--- src/rtl/button_repeat_detect.sv ---
// Key event generator for N push-buttons: N-sample debounce, single-key and release
// qualification, optional typematic auto-repeat; one-clk event strobes with code and mask.
module button_repeat_detect #(
   parameter int N_BTN        = 5,
   parameter int CODE_W       = 4,
   parameter int DEBOUNCE     = 3,
   parameter int REPEAT_EN    = 1,
   parameter int REPEAT_DELAY = 16,
   parameter int REPEAT_RATE  = 4
) (
   input  logic              clk,
   input  logic              rst,
   input  logic [N_BTN-1:0]  bt,
   input  logic              work1,
   input  logic              work0,
   output logic              ena,
   output logic [CODE_W-1:0] od,
   output logic [N_BTN-1:0]  bto,
   output logic              rep
);

   localparam int CNT_MAX = (REPEAT_DELAY > REPEAT_RATE) ? REPEAT_DELAY : REPEAT_RATE;
   localparam int CNT_W   = $clog2(CNT_MAX + 1);

   localparam logic [CNT_W-1:0] CNT_ONE    = CNT_W'(1);
   localparam logic [CNT_W-1:0] DELAY_LAST = CNT_W'(REPEAT_DELAY - 1);
   localparam logic [CNT_W-1:0] RATE_LAST  = CNT_W'(REPEAT_RATE - 1);

   typedef enum logic [1:0] {
      ST_IDLE,
      ST_HELD,
      ST_REPEAT,
      ST_WAIT_REL
   } state_e;

   state_e                           state_q, state_d;
   logic [CODE_W-1:0]                key_q, key_d;
   logic [CNT_W-1:0]                 cnt_q, cnt_d;
   logic [DEBOUNCE-1:0][CODE_W-1:0]  hist_q, hist_d;
   logic                             ena_q, ena_d;
   logic [CODE_W-1:0]                od_q, od_d;
   logic [N_BTN-1:0]                 bto_q, bto_d;
   logic                             rep_q, rep_d;

   logic [CODE_W-1:0] sample_code;
   logic [CODE_W-1:0] hit_code;
   logic              hit_one;
   logic              hit_multi;
   logic              hist_flat;
   logic              stable_key;
   logic              stable_null;
   logic              fire;
   logic              fire_rep;

   // Exactly one pressed button yields its code; none or a chord yields NULL.
   // NOTE: combinational blocks use blocking '=' and assign every output a default
   // first, so no path leaves a signal unassigned and no latch is inferred.
   always_comb begin
      hit_one   = 1'b0;
      hit_multi = 1'b0;
      hit_code  = '0;
      for (int i = 0; i < N_BTN; i++) begin
         if (bt[i]) begin
            if (hit_one) begin
               hit_multi = 1'b1;
            end
            hit_one  = 1'b1;
            hit_code = CODE_W'(i + 1);
         end
      end
      sample_code = (hit_one && !hit_multi) ? hit_code : '0;
   end

   always_comb begin
      hist_d = hist_q;
      if (work1) begin
         hist_d = {hist_q[DEBOUNCE-2:0], sample_code};
      end
   end

   // Stability is judged on the history including the sample taken this tick.
   always_comb begin
      hist_flat = 1'b1;
      for (int k = 1; k < DEBOUNCE; k++) begin
         if (hist_d[k] != hist_d[0]) begin
            hist_flat = 1'b0;
         end
      end
      stable_key  = work1 && hist_flat && (hist_d[0] != '0);
      stable_null = work1 && hist_flat && (hist_d[0] == '0);
   end

   always_comb begin
      state_d  = state_q;
      key_d    = key_q;
      cnt_d    = cnt_q;
      fire     = 1'b0;
      fire_rep = 1'b0;
      if (work1) begin
         case (state_q)
            ST_IDLE: begin
               if (stable_key) begin
                  state_d = ST_HELD;
                  key_d   = sample_code;
                  cnt_d   = '0;
                  fire    = 1'b1;
               end
            end
            ST_HELD: begin
               if (sample_code != key_q) begin
                  state_d = ST_WAIT_REL;
               end else if (REPEAT_EN != 0) begin
                  if (cnt_q == DELAY_LAST) begin
                     state_d  = ST_REPEAT;
                     cnt_d    = '0;
                     fire     = 1'b1;
                     fire_rep = 1'b1;
                  end else begin
                     cnt_d = cnt_q + CNT_ONE;
                  end
               end
            end
            ST_REPEAT: begin
               if (sample_code != key_q) begin
                  state_d = ST_WAIT_REL;
               end else if (cnt_q == RATE_LAST) begin
                  cnt_d    = '0;
                  fire     = 1'b1;
                  fire_rep = 1'b1;
               end else begin
                  cnt_d = cnt_q + CNT_ONE;
               end
            end
            ST_WAIT_REL: begin
               // Any non-NULL sample, even a new key, keeps waiting for a clean release.
               if (stable_null) begin
                  state_d = ST_IDLE;
               end
            end
            default: begin
               state_d = ST_IDLE;
            end
         endcase
      end
   end

   // Only the visible strobe is suppressed by work0; the FSM has already moved on.
   always_comb begin
      ena_d = fire && work0;
      od_d  = ena_d ? key_d : '0;
      rep_d = fire_rep;
      bto_d = '0;
      for (int i = 0; i < N_BTN; i++) begin
         if (ena_d && (key_d == CODE_W'(i + 1))) begin
            bto_d[i] = 1'b1;
         end
      end
   end

   // NOTE: sequential state uses non-blocking '<=' so every flop samples the
   // pre-edge values regardless of statement order.
   always_ff @(posedge clk or posedge rst) begin
      if (rst) begin
         state_q <= ST_IDLE;
         key_q   <= '0;
         cnt_q   <= '0;
         // NOTE: the history is a small flop array, not RAM, so it is cleared with
         // everything else; a stale sample could otherwise qualify a press after reset.
         hist_q  <= '0;
         ena_q   <= 1'b0;
         od_q    <= '0;
         bto_q   <= '0;
         rep_q   <= 1'b0;
      end else begin
         state_q <= state_d;
         key_q   <= key_d;
         cnt_q   <= cnt_d;
         hist_q  <= hist_d;
         ena_q   <= ena_d;
         od_q    <= od_d;
         bto_q   <= bto_d;
         rep_q   <= rep_d;
      end
   end

   assign ena = ena_q;
   assign od  = od_q;
   assign bto = bto_q;
   assign rep = rep_q;

endmodule

--- config.mk ---
export PLATFORM = sky130hd
export DESIGN_NAME = button_repeat_detect
export DESIGN_NICKNAME = d
export VERILOG_FILES = /design/src/rtl/button_repeat_detect.sv
export SDC_FILE = /design/constraint.sdc
export NUM_CORES = 1
export LEC_CHECK = 0
export ABC_AREA = 0
export CORE_ASPECT_RATIO = 1.5
export CORE_MARGIN = 3
export CORE_UTILIZATION = 35
export DETAILED_ROUTE_END_ITERATION = 12
export SLEW_MARGIN = 30
export SYNTH_ARGS = -nofsm -noshare
export SYNTH_HDL_FRONTEND = slang
export SYNTH_SLANG_ARGS = --single-unit
--- constraint.sdc ---
create_clock -name clk -period 2.35 [get_ports clk]
set_clock_uncertainty 0.2 [all_clocks]
set_input_delay 0.3525 -clock clk [delete_from_list [all_inputs] [get_ports clk]]
set_output_delay 0.3525 -clock clk [all_outputs]
set_load 0.03 [all_outputs]
==> run metrics, run 1 <==
status finished with violations; failing checks setup timing; clk slew on worst S/H paths 0.07 ns; Antenna Violating Nets Remaining 0; asr flop ratio synth 100%; Core ar. approximately 4700 um^2; Critical Path Start Type flip-flop; Placement Setup Slack -0.758 ns; gpl congestion 0.866; Initial Util 37.4%; initial antenna violation count 0; CTS tree built; drc violations 0; Final Cell Area 2730 um^2; largest net degree at the start of global routing 32; cts bufs inserted 5; crit path from hist_q[5]; most frequent cells in the layout buf_4, dfrtp_1, nor2_1; Synth cell types 51; vias in the first global route 1552; post-synth top area share 44.3%; Power Density 747 nW/um^2; fraction of layout cells with a size suffix above 1 42.4%; Hold WC Path Type primary input to asynchronous set/reset pin; Post-synth EDFFs 0; die area 5910 um^2; Synthesized Nets 194; syn_area_per_cell 9.90 um^2; Routed WL per cell about 14 um; RR Startpoint hist_q[5]; Post-Synthesis Cell Area 1750 um^2; peak supply drop 0.380 mV; RSZ-0062 raised after global routing yes; Die Ht 92.7 um; post-synthesis sequential area ratio approximately 44%; GRT Total Usage 14.7%; fin nets 266; Final WS setup -0.0141 ns; cts hold-fix bufs 0; Area after DPL 2300 um^2; CP endpoint kind flip-flop; CTS root buffer clkbuf_8; Leak Pwr around 1.3 nW; critical path required time about 2.3 ns; YS warnings 0; Fin. Hold Viols 0; # IOs 20; Routed WL 4250 um; fill cell count 374; first-iteration detailed-routing DRC count 49; Final Cycle Share 101%; Std-Cell Rows 30; Clock Sinks 31; global-route wire length before repair 6880 um; vias per cell 4.93; H-Tree Depth 2; Area Overhead vs Synth 55.8%; Cells after Synth 177; Final HPWL DP 2870 um; drt pass-1 iters 4; port bufs 19; synthesis-stage register bit count 31; WP data arrival 2.36 ns; Slew Limit Fails 0; Area contributors post-synth dfrtp_1, mux2_2, ha_1; largest area contributor in the netlist dfrtp_1; later-pin clock latency in the skew report 0.28 ns; total congestion overflow 0; commonest non-fill, non-tap cell in the layout buf_4; detailed-route via count about 1500; clk buf depth 2; fin crit period 2.36 ns; crit path kind flip-flop to flip-flop; Peak Freq 423 MHz; Hold Slack 0.247 ns; final setup vio count 2; Crit Path Max Fanout 3; Die Wd 63.8 um; Most used DFF post-synth dfrtp_1; max-cap check violation count 0; antenna fix cells 0
-- where the power goes --
group,switching [W],internal (W)
clock network,0.000200,0.000343
logic,0.000415,0.000444
registers,0.0000487,0.000589
-- path summary, 6_finish.rpt --
check / endpoint / slack, ns / cells after the start
max: cnt_q[3] / -0.01 / 6
min: bto[3] / 0.25 / 3
max reg2reg: cnt_q[3] / -0.01 / 6
min reg2reg: hist_q[7] / 0.31 / 1
max in group asynchronous: state_q[1] / 1.41 / 3
min in group clk: hist_q[7] / 0.31 / 1
-- cell type report --
class	count	area [um^2]	area share, %
clock buffers	6	82.6	3.02
flip-flops and latches	31	776	28.4
clock inverters	2	35.0	1.28
well taps	64	80.1	2.93
multi-input cells	130	1130	41.3
inverters	12	45.0	1.65
repair buffers	69	586	21.4
-- routing by layer --
| metal | routed length [um] | track usage, % |
|---|---|---|
| met1 | 1720 | 15.3 |
| met2 | 2290 | 26.7 |
| met3 | 109 | 3.64 |
| met4 | 127 | 7.39 |
| met5 | 0 | 0 |
-- logic make-up (layout without fill, tap and decap cells) --
family | Yosys count | after routing | share of synthesized area, %
xor gates and xnor gates | 6 | 6 | 3.43
buffers and inverters | 16 | 89 | 3.92
DFF | 31 | 31 | 44.3
muxes | 11 | 11 | 6.92
and+or+nand+nor | 70 | 70 | 21.8
other | 1 | 1 | 0.214
adders and majority gates | 8 | 8 | 5.71
AOI/OAI and AO/OA | 34 | 34 | 13.7
-- stage by stage --
| step | total power (W) | std cells | util, % | setup TNS, ns |
|---|---|---|---|---|
| 3_5_place_dp | 0.00134 | 294 | 49.0 | -11.40 |
| 4_1_cts | 0.00199 | 311 | 55.1 | -0.0481 |
| 2_1_floorplan | 0.00105 | 177 | - | -0.256 |
| 6_report | 0.00204 | 314 | 58.2 | -0.0227 |
| 3_3_place_gp | 0.00133 | 294 | 49.0 | -10.63 |
| 5_1_grt | 0.00216 | 314 | 58.2 | -0.401 |
-- cell usage after synthesis (2+ instances only) --
| master | count |
|---|---|
| a211o_1 | 2 |
| a211oi_1 | 2 |
| a21oi_1 | 3 |
| and2_1 | 3 |
| and3_1 | 2 |
| dfrtp_1 | 31 |
| ha_1 | 8 |
| inv_1 | 11 |
| mux2_2 | 9 |
| mux2i_1 | 2 |
| nand2_1 | 12 |
| nand3_1 | 2 |
| nand3b_1 | 2 |
| nand4_1 | 5 |
| nor2_1 | 16 |
| nor2b_1 | 5 |
| nor3_1 | 6 |
| nor3b_1 | 3 |
| nor4b_1 | 2 |
| o2111ai_1 | 2 |
| o211ai_1 | 2 |
| o21ai_0 | 12 |
| o31ai_1 | 3 |
| or2_2 | 2 |
| xnor2_1 | 3 |
| xor2_1 | 2 |
-- worst max-delay path: stages (launching register included) --
cell and delay [ns]:
dfrtp_1 0.39, a211o_1 0.31, a221oi_4 0.36, o2111ai_4 0.18, a221o_1 0.38, or2_1 0.26
o31ai_1 0.19
-- state kept, by name, summed over array words and instances, names as in the netlist --
register / count
ena: 1
rep: 1
od: 4
cnt_q: 5
hist_q: 9
state_q: 2
bto: 5
key_q: 4
-- timing repair --
action / 4_1_cts / 5_1_grt
buffers inserted: 10 / 4
pin swaps: 20 / 16
setup endpoints to repair: 21 / 13
gates cloned: 0 / 0
gates resized for setup: 50 / 26
Note: power is estimated with default switching activity, not from simulation.
==> run 2, diff against run 1 <==
- CORE_UTILIZATION: 35 -> 50
- PLACE_DENSITY: default -> 0.75
==> run 2 against run 1 <==
The flow still finishes with violations (setup timing). Total power decreased by 3.3%. Combinational power is 5.7% higher. Non-clock buffer count down 2. Via count grew 7.8%. Flip-flop and latch count did not move. Routed wire length is 21% higher. Final area shrank 2.6%. Worst setup slack got worse by 0.097 ns. Global-route usage grew 9.5 points. Maximum frequency is 3.9% lower.
==> run metrics, run 2 (synthesis gave the netlist of run 1 again) <==
cts bufs inserted 5 (unchanged); final core occ 81.8% (was 58.2%); Hold WC Path Type primary input to asynchronous set/reset pin (unchanged); max-cap check violation count 0 (unchanged); Core ar. 3250 um^2 (was 4690 um^2); fin nets 264 (was 266); clk buf depth 2 (unchanged); number of flip-flops under the largest register name 9 (unchanged); Critical Path Start Type flip-flop (unchanged); critical path required time 2.32 ns (was 2.34 ns); Routed WL 5120 um (was 4250 um); GRT Total Usage 24.2% (was 14.7%); fraction of layout cells with a size suffix above 1 44.8% (was 42.4%); WP data arrival 2.43 ns (was 2.36 ns); most frequent cells in the layout buf_4, dfrtp_1, nor2_1 (unchanged); final setup vio count 12 (was 2); Area Overhead vs Synth 51.8% (was 55.8%); Die Ht 78.5 um (was 92.7 um); CP endpoint kind flip-flop (unchanged); clk slew on worst S/H paths 0.07 ns (about the same); Routed WL per cell 17.8 um (was 13.5 um); Finished Layout Cells 288 (was 314); kind of cell adding the most delay to the critical path compound AO/OA/AOI/OAI gates (unchanged); Antenna Violating Nets Remaining 0 (unchanged); WP buf/inv 3 (was 0); fin crit period 2.46 ns (was 2.36 ns); vias per cell 5.79 (was 4.93); crit path kind flip-flop to flip-flop (unchanged); Leak Pwr 1.23 nW (was 1.26 nW); cells along the critical path a211o_1 -> a221oi_4 -> buf_4 -> buf_4 -> o2111ai_4 -> buf_6 -> mux2_4 -> nor3b_2 (was a211o_1 -> a221oi_4 -> o2111ai_4 -> a221o_1 -> or2_1 -> o31ai_1); die area 4270 um^2 (was 5910 um^2); Top cell by count, worst path buf_4; CTS tree built (unchanged); Final Cycle Share 105% (was 101%); Final HPWL DP 3100 um (was 2870 um); gpl congestion 0.822 (was 0.866); failing checks setup timing (unchanged); Initial Util 53.9% (was 37.4%); port bufs 19 (unchanged); total congestion overflow 0 (unchanged); detailed-route via count 1668 (was 1547); later-pin clock latency in the skew report 0.30 ns (was 0.28 ns); commonest non-fill, non-tap cell in the layout buf_4 (unchanged); TNS Setup -0.706 ns (was -0.0227 ns); antenna fix cells 0 (unchanged); first-iteration detailed-routing DRC count 73 (was 49); Hold Slack 0.230 ns (was 0.247 ns); Power Density 741 nW/um^2 (was 747 nW/um^2); Slew Limit Fails 0 (unchanged); Placed Cells incl. Taps 262 (was 294); Final WS setup -0.111 ns (was -0.0141 ns); # IOs 20 (unchanged); critical path's slowest cell dfrtp_1 (unchanged); vias in the first global route 1692 (was 1552); Most flops, register hist_q (unchanged); CTS root buffer clkbuf_8 (unchanged); status finished with violations (unchanged); CP peak stage delay 0.41 ns (was 0.39 ns); H-Tree Depth 2 (unchanged); Peak Freq 406 MHz (was 423 MHz); Fin. Hold Viols 0 (unchanged); drc violations 0 (unchanged); peak supply drop 0.549 mV (was 0.380 mV); Rel. slew slack 66.7%; RSZ-0062 raised after global routing yes (unchanged); initial antenna violation count 0 (unchanged); Die Wd 54.3 um (was 63.8 um); global-route wire length before repair 7590 um (was 6880 um); measured slew at the worst slew-check pin approximately 0.49 ns; Clock Sinks 31 (unchanged); Crit Path Max Fanout 5 (was 3); Std-Cell Rows 25 (was 30); largest net degree at the start of global routing 32 (unchanged); drt pass-1 iters 4 (unchanged)
[run 2: layout make-up]
| cell class | count | area (um^2) |
|---|---|---|
| flip-flops and latches | 31 | 776 |
| inverters | 12 | 45.0 |
| multi-input cells | 130 | 1140 |
| clock buffers | 5 | 68.8 |
| well taps | 40 | 50.0 |
| clock inverters | 3 | 20.0 |
| repair buffers | 67 | 562 |
| fillers | 192 | 592 |
[run 2: final timing paths]
| kind | from | to | slack (ns) | cells past startpoint |
|---|---|---|---|---|
| min in group clk | hist_q[4] | hist_q[8] | 0.34 | 2 |
| worst max-delay path | hist_q[1] | bto[2] | -0.11 | 8 |
| worst min register to register | hist_q[4] | hist_q[8] | 0.34 | 2 |
| max in group asynchronous | rst | hist_q[7] | 1.43 | 3 |
| worst min-delay path | rst | key_q[1] | 0.23 | 3 |
| worst max register to register | hist_q[1] | bto[2] | -0.11 | 8 |
[run 2: what timing repair did]
item / 4_1_cts / 5_1_grt
gates resized for setup: 56 / 23
setup buffers: 12 / 6
hold buffers: 0 / 0
endpoints found under the setup margin: 21 / 15
pin swaps: 22 / 15
[run 2: report_power, final]
part	switching [W]	internal [W]	total [W]
Combinational	0.000477	0.000432	0.000909
Clock	0.000217	0.000206	0.000422
Sequential	0.0000528	0.000589	0.000642
Total	0.000746	0.00123	0.00197
[run 2: worst min-delay path: cells and delay by family]
kind	cells	cell delay [ns]
buf+inv	3	0.79
[run 2: per-stage QoR]
stage / cell area (um^2) / total power [W] / worst slack, ns
floorplan: 1770 / 0.00105 / -0.101
global placement: 2210 / 0.00127 / -0.662
detailed placement: 2210 / 0.00130 / -0.824
CTS: 2520 / 0.00179 / -0.0774
global route: 2660 / 0.00209 / -0.202
finish: 2660 / 0.00197 / -0.111
[run 2: per-layer routing]
metal / routed length (um) / GRT usage (%) / vias up
met2: 2930 / 44.1 / 49
met3: 176 / 5.50 / 18
met5: 0 / 0 / -
li1: - / - / 770
met1: 1860 / 25.0 / 831
met4: 152 / 9.73 / 0
==> run 3, diff against run 2 <==
- CAP_MARGIN: default -> 25
- CTS_BUF_LIST: default -> sky130_fd_sc_hd__clkbuf_16
==> run 3 against run 2 <==
The flow still finishes with violations (setup timing). Core utilization increased by 4.4 points. Final cell count increased by 0.69%. Critical endpoint is now state_q[1]. Sequential power about the same. Worst setup slack got worse by 0.042 ns.
==> run metrics, run 3 (synthesis gave the netlist of run 1 again) <==
most frequent cells in the layout buf_4, dfrtp_1, nor2_1 (unchanged); critical path's slowest cell or4_1 (was dfrtp_1); Most flops, register hist_q (unchanged); drc violations 0 (unchanged); clk slew on worst S/H paths 0.06 ns (was 0.07 ns); crit path kind flip-flop to flip-flop (unchanged); first-iteration detailed-routing DRC count 83 (was 73); Antenna Violating Nets Remaining 0 (unchanged); port bufs 19 (unchanged); failing checks setup timing (unchanged); # IOs 20 (unchanged); vias in the first global route 1784 (was 1692); antenna fix cells 0 (unchanged); CP peak stage delay 0.56 ns (was 0.41 ns); cells along the critical path or4_1 -> nor2_1 -> inv_1 -> and2_4 -> o21ai_1 -> a21o_1 -> mux2_4 (was a211o_1 -> a221oi_4 -> buf_4 -> buf_4 -> o2111ai_4 -> buf_6 -> mux2_4 -> nor3b_2); Routed WL per cell 20.4 um (was 17.8 um); die area 4270 um^2 (unchanged); Peak Freq 399 MHz (was 406 MHz); Die Ht 78.5 um (unchanged); status finished with violations (unchanged); cts hold-fix bufs 0 (unchanged); CP endpoint kind flip-flop (unchanged); r2r setup slk -0.15 ns (was -0.11 ns); H-Tree Depth 2 (unchanged); initial antenna violation count 0 (unchanged); Clock Sinks 31 (unchanged); Core ar. 3250 um^2 (unchanged); Std-Cell Rows 25 (unchanged); fill cell count 166 (was 192); fraction of layout cells with a size suffix above 1 46.0% (was 44.8%); clk buf depth 2 (unchanged); Final Cell Area 2810 um^2 (was 2660 um^2); vias per cell 5.93 (was 5.79); RR Startpoint hist_q[2] (was hist_q[1]); Hold WC Path Type primary input to asynchronous set/reset pin (unchanged); fin nets 266 (was 264); Power Density 783 nW/um^2 (was 741 nW/um^2); Area Overhead vs Synth 60.0% (was 51.8%); kind of cell adding the most delay to the critical path simple AND/OR/NAND/NOR gates (was compound AO/OA/AOI/OAI gates); drt pass-1 iters 4 (unchanged); cell count of the worst reg-to-reg path 7 (was 8); GRT Total Usage 25.8% (was 24.2%); final setup vio count 11 (was 12); critical path required time 2.31 ns (was 2.32 ns); peak supply drop 0.584 mV (was 0.549 mV); Final HPWL DP 3100 um (unchanged); Crit Path Max Fanout 5 (unchanged); RR Endpoint state_q[1] (was bto[2]); gpl congestion 0.822 (unchanged); Routed WL 5910 um (was 5120 um); Final Cycle Share 107% (was 105%); detailed-route via count 1721 (was 1668); total congestion overflow 0 (unchanged); WP buf/inv 1 (was 3); commonest non-fill, non-tap cell in the layout buf_4 (unchanged); global-route wire length before repair 7990 um (was 7590 um); Slew Limit Fails 0 (unchanged); TNS Setup -0.884 ns (was -0.706 ns); Critical Path Start Type flip-flop (unchanged); Area after DPL 2210 um^2 (unchanged); WP data arrival 2.46 ns (was 2.43 ns); RSZ-0062 raised after global routing yes (unchanged); fin crit period 2.50 ns (was 2.46 ns); cts bufs inserted 5 (unchanged); Die Wd 54.3 um (unchanged); number of flip-flops under the largest register name 9 (unchanged); max-cap check violation count 0 (unchanged); largest net degree at the start of global routing 32 (unchanged); CTS tree built (unchanged); Initial Util 53.9% (unchanged); Final WS setup -0.154 ns (was -0.111 ns); Fin. Hold Viols 0 (unchanged); CTS root buffer clkbuf_16 (was clkbuf_8); later-pin clock latency in the skew report 0.28 ns (was 0.30 ns); Leak Pwr 1.29 nW (was 1.23 nW)
[run 3: where the power goes]
| part | internal, W | leakage, nW | total (W) | switching (W) |
|---|---|---|---|---|
| Sequential | 0.000590 | 0.422 | 0.000644 | 0.0000544 |
| Combinational | 0.000435 | 0.799 | 0.000921 | 0.000486 |
| Clock | 0.000389 | 0.0658 | 0.000631 | 0.000241 |
[run 3: worst min-delay path, cell delays in order]
cell and delay, ns:
clkdlybuf4s50_1 0.40, inv_1 0.05, buf_4 0.35
[run 3: how the worst max path moves through the flow]
stage / start / endpoint / slack [ns] / cells past startpoint
finish: hist_q[2] / state_q[1] / -0.15 / 7
global route: hist_q[2] / state_q[1] / -0.26 / 7
CTS: bt[1] / cnt_q[3] / -0.07 / 8
detailed placement: bt[0] / cnt_q[3] / -0.82 / 9
global placement: bt[0] / state_q[0] / -0.66 / 7
floorplan: bt[4] / cnt_q[3] / -0.10 / 8
[run 3: what timing repair did]
item,in CTS,in global routing
pin swaps,21,20
endpoints found under the hold margin,0,0
resized for setup,62,36
setup endpoints to repair,21,18
buffers inserted,14,6
[run 3: per-layer routing]
layer  global-route usage (%)  share of wire (%)  up-vias
li1                         -                  -      776
met1                     25.5                 34      844
met2                     48.9                 56       67
met3                     5.50                3.3       34
met4                     9.23                6.4        0
met5                        0                  0        -
[run 3: per-stage QoR]
step	cells	hold slack [ns]	setup WS [ns]	total power, W	utilization [%]
floorplan	177	0.244	-0.101	0.00105	-
global placement	262	0.283	-0.662	0.00127	67.9
detailed placement	262	0.296	-0.824	0.00130	67.9
CTS	284	0.282	-0.0707	0.00200	80.5
global route	290	0.311	-0.262	0.00230	86.2
finish	290	0.254	-0.154	0.00220	86.2
[run 3: area by class of cell]
cell class | count | area [um^2] | area share, %
inverters | 12 | 45.0 | 1.61
clock buffers | 5 | 125 | 4.46
multi-input cells | 130 | 1170 | 41.6
clock inverters | 3 | 20.0 | 0.714
repair buffers | 69 | 623 | 22.2
flip-flops and latches | 31 | 776 | 27.7
well taps | 40 | 50.0 | 1.78
